==> src/rtl/add16.sv <==
`default_nettype none
// +----------------------------------------------------------------------+
// | add16 : 16-bit gate-level ripple adder with registered sum/carry copy |
// | Rev 1.0                                                              |
// +----------------------------------------------------------------------+
module add16 (
    input  logic        clk,
    input  logic        rst_n,
    input  logic [15:0] a,
    input  logic [15:0] b,
    output logic [15:0] sum,
    output logic        carry,
    output logic [15:0] sum_q,
    output logic        carry_q
);

    // w_c[i] is the carry into bit i; w_c[16] is the carry-out of the chain.
    logic [16:1] w_c;
    logic [15:0] r_sum_q;
    logic        r_carry_q;

    generate
        for (genvar i = 0; i < 16; i++) begin : g_bit
            if (i == 0) begin : g_ha
                assign sum[i]   = a[i] ^ b[i];
                assign w_c[i+1] = a[i] & b[i];
            end else begin : g_fa
                logic w_p;
                assign w_p      = a[i] ^ b[i];
                assign sum[i]   = w_p ^ w_c[i];
                assign w_c[i+1] = (a[i] & b[i]) | (w_c[i] & w_p);
            end
        end
    endgenerate

    assign carry = w_c[16];

    always_ff @(posedge clk or negedge rst_n) begin
        if (!rst_n) begin
            r_sum_q   <= 16'h0000;
            r_carry_q <= 1'b0;
        end else begin
            r_sum_q   <= sum;
            r_carry_q <= carry;
        end
    end

    assign sum_q   = r_sum_q;
    assign carry_q = r_carry_q;

endmodule
`default_nettype wire

==> config.mk <==
export PLATFORM = sky130hd
export DESIGN_NAME = add16
export DESIGN_NICKNAME = d
export VERILOG_FILES = /design/src/rtl/add16.sv
export SDC_FILE = /design/constraint.sdc
export NUM_CORES = 1
export LEC_CHECK = 0
export BUFFER_PORTS_ARGS = -buffer_cell sky130_fd_sc_hd__buf_2
export CAP_MARGIN = 20
export CORE_ASPECT_RATIO = 0.75
export CORE_MARGIN = 1.5
export CORE_UTILIZATION = 23
export CTS_CLUSTER_SIZE = 12
export DETAILED_ROUTE_END_ITERATION = 6
export HOLD_SLACK_MARGIN = 0.02
export PLACE_DENSITY = 0.65
export SLEW_MARGIN = 10
export SYNTH_ARGS = -nofsm -noshare
export SYNTH_HDL_FRONTEND = slang
export SYNTH_SLANG_ARGS = --single-unit
==> constraint.sdc <==
create_clock -name clk -period 28.5 [get_ports clk]
set_input_delay 5.7 -clock clk [delete_from_list [all_inputs] [get_ports clk]]
set_output_delay 5.7 -clock clk [all_outputs]
set_load 0.05 [all_outputs]
==> results.md <==
* Hpwl dp at between 1500 and 2000 um
* Share of cells above drive strength 1 at 61.40%
* Crit Path Max Fanout at 2
* Number of global-route vias before repair at 622
* Post-CTS setup buffers at 0
* Die span in x at 70.06 um
* Min Clock Period, post-route at 17.91 ns
* PwrDens at 82.63 mW/mm^2
* Die area at 0.003734 mm^2
* Ant. Diodes at 0
* Hold Fails Final Rpt at 0
* DR iter-0 viols at 4
* Worst Setup End Kind: primary output
* DRC viols at 0
* Worst Tran Pin Value at 0.3879 ns
* Syn Inst Count at 43
* Num CTS Buffers at 3
* VDD IR-drop max at ~31 uV
* Slew Viols, Final at 0
* Via count at 591
* IO Count at 68
* Root buffer cell: clkbuf_8
* First-pass GRT wire length at 2856 um
* Final nets at between 150 and 200
* Count of final setup violators at 0
* Yosys top cell area share at 54.84%
* Remaining antenna violation count after routing at 0
* Vias per cell at 3.838
* Reg clk slew, reported paths at 0.07 ns
* Critical Path RT at 22.80 ns
* Most frequent cells in the layout: buf_2 (67), dfrtp_1 (17), fa_1 (15)
* Final worst setup slack at 10.59 ns
* Cell family with most CP delay: adder cells
* Syn nets at 93
* Headroom to the max-slew limit at around three quarters
* Hold Crit Class: in2async
* Startpoint Class: input pin
* Initial antenna violation count at 0
* Post-synthesis register bit count at 17
* Final Util at 36.93%
* Post-Place Worst Slack at 10.54 ns
* Clock Tree Buf Depth at 2
* Number of synthesis warnings at 0
* Routed wire length at 1755 um
* Status: complete, no violations
* CP peak stage delay at 0.41 ns
* Max Freq at about 56 MHz
* Setup_tns at 0 ns
* Total power at 99.67 uW
* Largest net degree at the start of global routing at 18
* Post-Syn Area at 775.7 um^2
* Area grow syn2layout at 55.48%
* Post-synthesis sequential area ratio at 54.84%
* Core ar. at 0.003266 mm^2
* Most common cell after layout, fill and taps aside: buf_2
* Critical path cell sequence: buf_2, ha_1, fa_1, inv_1, fa_1, inv_1, fa_1, fa_1, fa_1, fa_1, fa_1, fa_1, fa_1, fa_1, fa_1, fa_1, fa_1, fa_1, inv_1, fa_1, inv_1, buf_2
* Cells taking the most area after synthesis: dfrtp_1 (55%), fa_1 (39%), inv_1 (4.8%)
* Mean post-synth cell area at 18.04 um^2
* All-layer global routing usage at 10.39%
* CTS resizes at 0
* CTS sink count at 17
* Largest area contributor in the netlist: dfrtp_1
* Pre-antenna DRT Iters at 2
* Most used cell, CP: fa_1
* Critical path data arrival time at ~12 ns
* Remaining Overflow, GRT at 0
* Die H at about 53 um
* Fin crit share at 62.84%
* Unrepaired setup endpoints after global routing: no
* Drt wl/cell at ~11 um
* P_leak at 0.0006551 uW
* Fillers at 328
* Initial core utilization at 23.75%
* H-tree depth at 1
* CTS hold repair buffers at 0
* WP buf/inv at 6
* CTS tree: yes
* # rows at 18
* Worst Setup Path Type: in2out
* # Max-Cap Violations at 0
* Crit-path slowest cell: fa_1
* PortBufs at 67
* Gp weighted congestion at around 0.67
* Yosys cell types at 4
[final cells by class]
type                    count  area, um^2  area share [%]
multi-input cells          16       312.8           25.93
well taps                  40       50.05           4.149
repair buffers             67       335.3           27.80
clock buffers               4       45.04           3.734
flip-flops and latches     17       425.4           35.27
inverters                  10       37.54           3.112
[registers in the layout, indices dropped and copies added (netlist names)]
| register | count |
|---|---|
| sum_q | 16 |
| carry_q | 1 |
[report_power, final]
group	leakage [uW]	switching [uW]	total [uW]	internal, uW
sequential	0.000198	0.996	29.5	28.5
clock	0.0000228	8.11	18.0	9.91
combinational	0.000434	41.3	52.1	10.8
total	0.000655	50.4	99.7	49.2
[per-layer routing]
metal | vias to the layer above | routed length [um] | GRT usage [%] | part of all wire (%)
li1 | 264 | - | - | -
met1 | 286 | 597 | 10.61 | 34
met2 | 41 | 970 | 19.68 | 55
met3 | 0 | 187 | 5.143 | 11
met4 | 0 | 0 | 1.923 | 0
met5 | - | 0 | 0 | 0
[stage by stage]
stage / hold WS (ns) / cells / cell area, um^2
after floorplan: 5.404 / 43 / 775.7
after global placement: 5.648 / 150 / 1161
after detailed placement: 5.652 / 150 / 1161
after CTS: 5.376 / 154 / 1206
after global routing: 5.390 / 154 / 1206
final: 5.365 / 154 / 1206
[how the worst max path moves through the flow]
stage | to | start | depth (start not counted) | slack [ns]
floorplan | sum[15] | a[0] | 20 | 11.00
global placement | sum[15] | a[0] | 22 | 10.64
detailed placement | sum[15] | a[0] | 22 | 10.54
CTS | sum[15] | a[0] | 22 | 10.53
global route | sum[15] | a[0] | 22 | 10.33
finish | sum[15] | a[0] | 22 | 10.59
[cell families (layout without fill, tap and decap cells)]
kind of cell | count (synthesis) | count (layout) | share of synthesized area [%]
adder cells (fa/ha/maj) | 16 | 16 | 40.32
flip-flops | 17 | 17 | 54.84
buffers and inverters | 10 | 81 | 4.839
[synthesized netlist by cell type]
cell	n
ha_1	1
dfrtp_1	17
fa_1	15
inv_1	10
No activity file was read; power rests on OpenSTA's default activity.
